`config.mk`:
```
export PLATFORM = sky130hd
export DESIGN_NAME = interval_meter
export DESIGN_NICKNAME = d
export VERILOG_FILES = /design/src/rtl/timer_pkg.sv /design/src/rtl/tenth_prescaler.sv /design/src/rtl/interval_meter.sv
export SDC_FILE = /design/constraint.sdc
export NUM_CORES = 1
export LEC_CHECK = 0
export ABC_AREA = 0
export CORE_ASPECT_RATIO = 1.5
export CORE_MARGIN = 2
export CORE_UTILIZATION = 40
export CTS_CLUSTER_DIAMETER = 60
export CTS_CLUSTER_SIZE = 14
export DETAILED_ROUTE_END_ITERATION = 10
export HOLD_SLACK_MARGIN = 0.15
export PLACE_DENSITY = 0.57
export SYNTH_ARGS = -nofsm -noshare
export SYNTH_HDL_FRONTEND = slang
export SYNTH_SLANG_ARGS = --single-unit
```
`constraint.sdc`:
```
create_clock -name clock_25mhz -period 2.8 [get_ports clock_25mhz]
set_input_delay 0.56 -clock clock_25mhz [delete_from_list [all_inputs] [get_ports clock_25mhz]]
set_output_delay 0.56 -clock clock_25mhz [all_outputs]
set_load 0.01 [all_outputs]
```
`src/rtl/timer_pkg.sv`:
```
// Shared constants for the tenth-second timer family: FSM encoding, the
// 25 MHz tenth-second prescale value and the 4-bit count limit.
package timer_pkg;

  typedef enum logic [1:0] {
    IDLE    = 2'd0,
    MEASURE = 2'd1,
    DONE    = 2'd2
  } state_e;

  localparam int unsigned TENTH_TICKS_25MHZ = 2_500_000;
  localparam int unsigned COUNT_W           = 4;
  localparam logic [COUNT_W-1:0] COUNT_MAX  = COUNT_W'(15);

endpackage

```
`src/rtl/tenth_prescaler.sv`:
```
// Divides the system clock down to a one-cycle tick every TICKS_PER_TENTH
// cycles while enabled; holds its value when disabled.
module tenth_prescaler #(
  parameter int unsigned TICKS_PER_TENTH = 4,
  parameter int unsigned PRESCALE_W      = 22
) (
  input  logic clk_i,
  input  logic clr_i,
  input  logic en_i,
  output logic tick_o
);

  localparam logic [PRESCALE_W-1:0] LAST = PRESCALE_W'(TICKS_PER_TENTH - 1);

  logic [PRESCALE_W-1:0] cnt_q, cnt_d;
  logic                  at_last;

  assign at_last = (cnt_q == LAST);
  assign tick_o  = en_i && at_last;

  always_comb begin
    cnt_d = cnt_q;
    if (clr_i) begin
      cnt_d = '0;
    end else if (en_i) begin
      cnt_d = at_last ? '0 : cnt_q + PRESCALE_W'(1);
    end
  end

  always_ff @(posedge clk_i) begin
    cnt_q <= cnt_d;
  end

endmodule

```
`src/rtl/interval_meter.sv`:
```
// Measures arm-to-stop elapsed time in whole tenths of a second, saturating
// at 15, and holds the result with a valid/ack handshake.
module interval_meter
  import timer_pkg::*;
#(
  parameter int unsigned TICKS_PER_TENTH = TENTH_TICKS_25MHZ,
  parameter int unsigned PRESCALE_W      = 22
) (
  input  logic               clock_25mhz,
  input  logic               reset_sync,
  input  logic               arm,
  input  logic               stop,
  input  logic               ack,
  output logic [COUNT_W-1:0] measured,
  output logic               valid,
  output logic               overflow,
  output logic               busy
);

  state_e               state_q, state_d;
  logic [COUNT_W-1:0]   count_q, count_d;
  logic [COUNT_W-1:0]   measured_q, measured_d;
  logic                 overflow_q, overflow_d;
  logic                 valid_q, valid_d;
  logic                 busy_q, busy_d;
  logic                 tick;
  logic                 pre_clr;
  logic                 pre_en;

  // Reset and every arm restart the tenth phase from zero.
  assign pre_clr = reset_sync || arm;
  assign pre_en  = (state_q == MEASURE);

  tenth_prescaler #(
    .TICKS_PER_TENTH (TICKS_PER_TENTH),
    .PRESCALE_W      (PRESCALE_W)
  ) u_prescaler (
    .clk_i  (clock_25mhz),
    .clr_i  (pre_clr),
    .en_i   (pre_en),
    .tick_o (tick)
  );

  always_comb begin
    state_d    = state_q;
    count_d    = count_q;
    measured_d = measured_q;
    overflow_d = overflow_q;

    unique case (state_q)
      IDLE: begin
        if (arm) begin
          state_d    = MEASURE;
          count_d    = '0;
          overflow_d = 1'b0;
        end
      end
      MEASURE: begin
        if (arm) begin
          count_d = '0;
        end else if (tick) begin
          // A tick at full count is the unrepresentable 16th tenth.
          if (count_q == COUNT_MAX) begin
            state_d    = DONE;
            measured_d = COUNT_MAX;
            overflow_d = 1'b1;
          end else begin
            count_d = count_q + COUNT_W'(1);
            if (stop) begin
              state_d    = DONE;
              measured_d = count_q + COUNT_W'(1);
            end
          end
        end else if (stop) begin
          state_d    = DONE;
          measured_d = count_q;
        end
      end
      DONE: begin
        if (arm) begin
          state_d    = MEASURE;
          count_d    = '0;
          overflow_d = 1'b0;
        end else if (ack) begin
          state_d = IDLE;
        end
      end
      default: begin
        state_d = IDLE;
      end
    endcase

    busy_d  = (state_d == MEASURE);
    valid_d = (state_d == DONE);
  end

  always_ff @(posedge clock_25mhz) begin
    if (reset_sync) begin
      state_q    <= IDLE;
      count_q    <= '0;
      measured_q <= '0;
      overflow_q <= 1'b0;
      valid_q    <= 1'b0;
      busy_q     <= 1'b0;
    end else begin
      state_q    <= state_d;
      count_q    <= count_d;
      measured_q <= measured_d;
      overflow_q <= overflow_d;
      valid_q    <= valid_d;
      busy_q     <= busy_d;
    end
  end

  assign measured = measured_q;
  assign overflow = overflow_q;
  assign valid    = valid_q;
  assign busy     = busy_q;

endmodule

```
== Word level (Yosys, flattened, before mapping) ==
Cells that the tools add are included.
Widths: inputs -> output; s select.

* Flip-flop bits (word level): 35
* Input port bits: 5
* Output and inout port bits: 7
* Word-level logic and storage cells: 55

* Add/subtract/negate cells: 2
* Equality and inequality tests: 12
* Muxes and demuxes: 23
* Bitwise operators: 1
* Reductions and logical operators: 10

{| class="wikitable"
|+ Operator list
! cell !! count
|-
| $mux 4 || 8
|-
| $add 22x1->22 const B || 1
|-
| $eq 22x22->1 const B || 1
|-
| $mux 22 || 1
|-
| $mux 2 || 7
|-
| $pmux 4 s2 || 1
|-
| $reduce_and 4->1 || 2
|-
| $ne 2x2->1 const B || 3
|-
| $ne 3x3->1 const B || 2
|-
| $pmux 2 s3 || 1
|-
| $reduce_bool 2->1 || 3
|-
| $reduce_and 5->1 || 1
|-
| $add 4x1->4 const B || 1
|-
| $eq 2x1->1 const B || 2
|-
| $eq 2x2->1 const B || 2
|-
| $eq 4x4->1 const B || 1
|-
| $mux 1 || 4
|-
| $logic_not 2->1 || 1
|-
| $ne 2x1->1 const B || 1
|-
| $pmux 1 s2 || 1
|-
| $reduce_or 2->1 || 1
|-
| $logic_and 1x1->1 || 1
|-
| $logic_or 1x1->1 || 1
|-
| $not 1->1 || 1
|}

== Logic depth before layout (Yosys ltp) ==
* Depth after elaboration: 6
* Mapped depth: 7
* Depth with buffers taken out: 6

== Hierarchy ==
A second synthesis with hierarchy kept.

* Cell total of the unflattened synthesis: 205
* Area total of the unflattened synthesis: 1788.0 µm²

{| class="wikitable"
|+ Modules (own cells, without submodules)
! module !! instances !! cells each !! area an instance (µm²) !! sequential area each (µm²)
|-
| tenth_prescaler || 1 || 131 || 1113.6 || 440.4
|-
| interval_meter || 1 || 74 || 674.4 || 260.2
|}

== Worst setup path before layout ==
OpenSTA, ideal clock, no wires.

* Path kind: register to register
* Start point: reg u_prescaler.cnt_q[19]
* End point: reg count_q[3]
* Setup time: 0.070 ns
* Arrival time: 2.139 ns
* Required time: 2.730 ns
* Setup slack: 0.591 ns
* Cell stages (with the launch flop): 6
* Path buffers: 0
* Period minus slack after synthesis: 2.209 ns
* Cell sequence: dfxtp_1 or4_4 nor4_4 a32oi_1 or4b_1 a21oi_1

* Longest elaborated chain between the ends: 4

{| class="wikitable"
|+ RTL lines
! element !! RTL line !! source
|-
| start: declaration || tenth_prescaler.sv:15 || <nowiki>logic [PRESCALE_W-1:0] cnt_q, cnt_d;</nowiki>
|-
| start signal: assignment || tenth_prescaler.sv:31 || <nowiki>cnt_q <= cnt_d;</nowiki>
|-
| $eq 22x22->1 || tenth_prescaler.sv:18 || <nowiki>assign at_last = (cnt_q == LAST);</nowiki>
|-
| $logic_and 1x1->1 || tenth_prescaler.sv:19 || <nowiki>assign tick_o = en_i && at_last;</nowiki>
|-
| $ne 3x3->1 (no source line) || - ||
|-
| $reduce_and 4->1 (no source line) || - ||
|-
| end signal: assignment || interval_meter.sv:107 || <nowiki>count_q <= count_d;</nowiki>
|-
| end: declaration || interval_meter.sv:21 || <nowiki>logic [COUNT_W-1:0] count_q, count_d;</nowiki>
|}

No other way between the ends.
A chain may end at the register's enable or synchronous reset.

== Worst setup path in the final report ==
* Start point: reg u_prescaler.cnt_q[13]
* End point: reg count_q[0]

Same word-level chain as after synthesis.

==> flow_metrics.py <==
metrics = {
    "detailed_routing": {
        "drcViolationCount": 0,
        "drt_iter0_markers": 59,
        "drt_first_pass_iters": 4,
        "drtAntennaViolNets": 0,
        "routed-via-count": 1484,
        "wl_per_cell_um": 14.7,
        "via_per_inst": 5.73,
        "wirelength_um": 3810,
    },
    "cts": {
        "path_clk_slew_ps": 70,
        "cts_buffers": 5,
        "cts_root_buffer": "clkbuf_8",
        "post_cts_resized": 0,
        "cts_sinks": 35,
        "cts_hold_buf": 0,
        "cts_tree": "built",
        "post-cts-setup-buffer-count": 0,
        "cts_buffer_depth": 2,
        "clk_latency_ps": 290,
        "cts_max_level": 2,
    },
    "floorplan": {
        "die_area_sq_um": 4730,
        "core_area_sq_um": 3990,
        "start_util_pct": 41.9,
        "core.rowCount": 28,
        "pin_count": 12,
        "die_y_um": 83.2,
        "die_x_um": 56.8,
    },
    "critical_path": {
        "cpMostUsedCell": "or4b_1",
        "worstSetupPathType": "flip-flop to flip-flop",
        "rr_startpoint": "u_prescaler.cnt_q[13]",
        "worstPathCellList": "or4b_1 > nor4_4 > nand2_1 > or4b_1 > a21oi_1",
        "cp.buffers_inverters": 0,
        "crit_end": "count_q[0]",
        "worstPathRequired_ps": 3020,
        "startpoint_type": "flip-flop",
        "crit_family": "simple AND/OR/NAND/NOR gates",
        "cp_max_fo": 7,
        "crit_path_end_kind": "flip-flop",
        "critPathLaunch": "u_prescaler.cnt_q[13]",
        "r2r_slack_ps": 480,
        "reg2regPathDepth": 5,
        "worst_path_largest_cell_delay_ps": 560,
        "reg2reg_to": "count_q[0]",
        "critPathSlowestCell": "or4b_1",
        "arrival_ps": 2540,
        "timing.critical_path.depth": 5,
    },
    "place": {
        "dpl_worst_slack_ps": 426,
        "globalplace.congestion": 0.871,
        "port_buffers": 11,
        "dpl.hpwl_um": 2860,
        "dp.cells": 251,
    },
    "final_layout": {
        "utilization_pct": 48.2,
        "areaGrowthSynthToFinish_pct": 14.9,
        "n_antenna_cell": 0,
        "regArea_sq_um": 701,
        "drive_gt1_share_pct": 6.54,
        "num-fill-cells": 390,
        "finalNonFillerCells": 259,
        "multiInputGateArea_sq_um": 946,
        "finalNetCount": 220,
    },
    "global_route": {
        "grt_use_total_pct": 16.9,
        "grt_pass1_vias": 1448,
        "overflow": 0,
        "antenna_found_initial": 0,
        "grt_max_degree": 20,
        "grt_pass1_wl_um": 6410,
    },
    "pwr": {
        "p_per_area_nw_per_um2": 468,
        "clkPwrFrac_pct": 38.4,
        "p_switching_mw": 0.203,
        "leakage_nw": 0.628,
        "comb_power_share_pct": 5.2,
        "p_int_mw": 0.698,
        "p_seq_share_pct": 56.5,
        "ir_drop_v": 0.000318,
        "switching_share_pct": 22.5,
    },
    "logic_synthesis": {
        "synth_area_sq_um": 1670,
        "ys_warn_count": 0,
        "synth_flop_cell": "dfxtp_1",
        "synthTopCellsByArea": "dfxtp_1, nor2_1, xor2_1, nand2_1, xnor2_1",
        "synth_top_area_share_pct": 41.9,
        "netlist_top_cells_count": "dfxtp_1, nor2_1, nand2_1",
        "synthCells": 197,
        "synth_fp_nets": 204,
        "synthSimpleGateAreaFrac_pct": 34.8,
        "synth_most_common_cell": "dfxtp_1",
        "synth-compound-area-share_pct": 9.79,
        "synth_fa_ha_area_share_pct": 1.49,
        "ys_ff_latch": 35,
        "ys_seq_area_share_pct": 41.9,
        "synthXorXnorAreaFrac_pct": 10.5,
        "synth_mux_area_share_pct": 0,
        "synth_edf_count": 0,
        "syn_avg_cell_area_sq_um": 8.50,
        "yosysTopAreaCell": "dfxtp_1",
        "synth_cell_types": 37,
        "synth_top_family_by_area": "simple AND/OR/NAND/NOR gates",
        "synthArstFlopShare_pct": 0,
    },
    "sta": {
        "hold_viol": 0,
        "fin_worst_skew_ps": 7.65,
        "slew_violations": 0,
        "fin_crit_ps": 2320,
        "max_freq_ghz": 0.430,
        "fin_crit_sh_pct": 83.0,
        "fin_ws_ps": 477,
        "setup_viol_count_final": 0,
        "rsz0062_at_grt": "no",
        "tightest_slew_ps": 820,
        "tns_ps": 0,
        "relSlewSlack_pct": 44.9,
    },
    "outcome": {
        "status": "complete, no violations",
    },
    "run": {
        "cap_violations": 0,
    },
    "min_path": {
        "hold_class": "flip-flop to flip-flop",
    },
}
cells by family (layout without fill, tap and decap cells):
group | after synthesis | after routing
AND/OR/NAND/NOR | 109 | 109
adder cells (fa/ha/maj) | 2 | 2
AO/OA/AOI/OAI | 24 | 24
flip-flops | 35 | 35
buffers and inverters | 7 | 24
XOR/XNOR | 20 | 20
cell type report:
type / count / area share [%]
clock buffer: 7 / 3.97
clock inverter: 1 / 0.260
inverter: 2 / 0.390
multi-input combinational: 155 / 49.2
sequential: 35 / 36.4
tap: 45 / 2.93
timing repair buffer: 14 / 6.89
layout by cell type (no fill, tap or decap), types with 4 or more instances in the layout:
cell type and instances:
nand4_1 9, nand3_1 12, xor2_1 13, a221oi_1 4
dfxtp_1 35, clkdlybuf4s50_1 11, nand2_1 17, nor3_1 8
clkbuf_8 5, nor2_1 33, o21ai_0 5, and3_1 7
a21oi_1 5, xnor2_1 7
stage by stage:
stage	cell area, sq um	power, mW	hold slack, ps
after floorplan	1670	0.543	454
after global placement	1840	0.566	470
after detailed placement	1840	0.567	478
after CTS	1920	0.907	490
after global routing	1920	0.931	520
final	1920	0.901	488
power groups by stage:
stage                     clock (mW)  combinational (mW)  sequential (mW)
after floorplan                    0              0.0243            0.519
after global placement             0              0.0459            0.520
after detailed placement           0              0.0466            0.520
after CTS                      0.352              0.0468            0.509
after global routing           0.370              0.0509            0.509
final                          0.346              0.0465            0.509
sequential cells by signal (all words and copies together) (netlist names):
signal	flops
busy	1
state_q	2
overflow	1
valid	1
u_prescaler.cnt_q	22
measured	4
count_q	4
worst register-to-register path, cell delays in order, from the launching register on:
cell	delay (ps)
dfxtp_1	430
or4b_1	520
nor4_4	330
nand2_1	260
or4b_1	560
a21oi_1	150
routing by layer:
metal  global-route usage, %  part of all wire, %
met1                    17.8                   41
met2                    31.0                   54
met3                    3.89                  2.5
met4                    7.61                  2.4
met5                       0                    0
how the worst min path moves through the flow:
stage	startpoint	to	slack, ps	cells after the start
floorplan	count_q[1]	count_q[1]	450	2
global placement	count_q[1]	count_q[1]	470	2
detailed placement	overflow	overflow	480	2
CTS	count_q[1]	count_q[1]	490	2
global route	measured[2]	measured[2]	520	2
finish	overflow	overflow	490	2
Note: power is estimated with default switching activity, not from simulation.
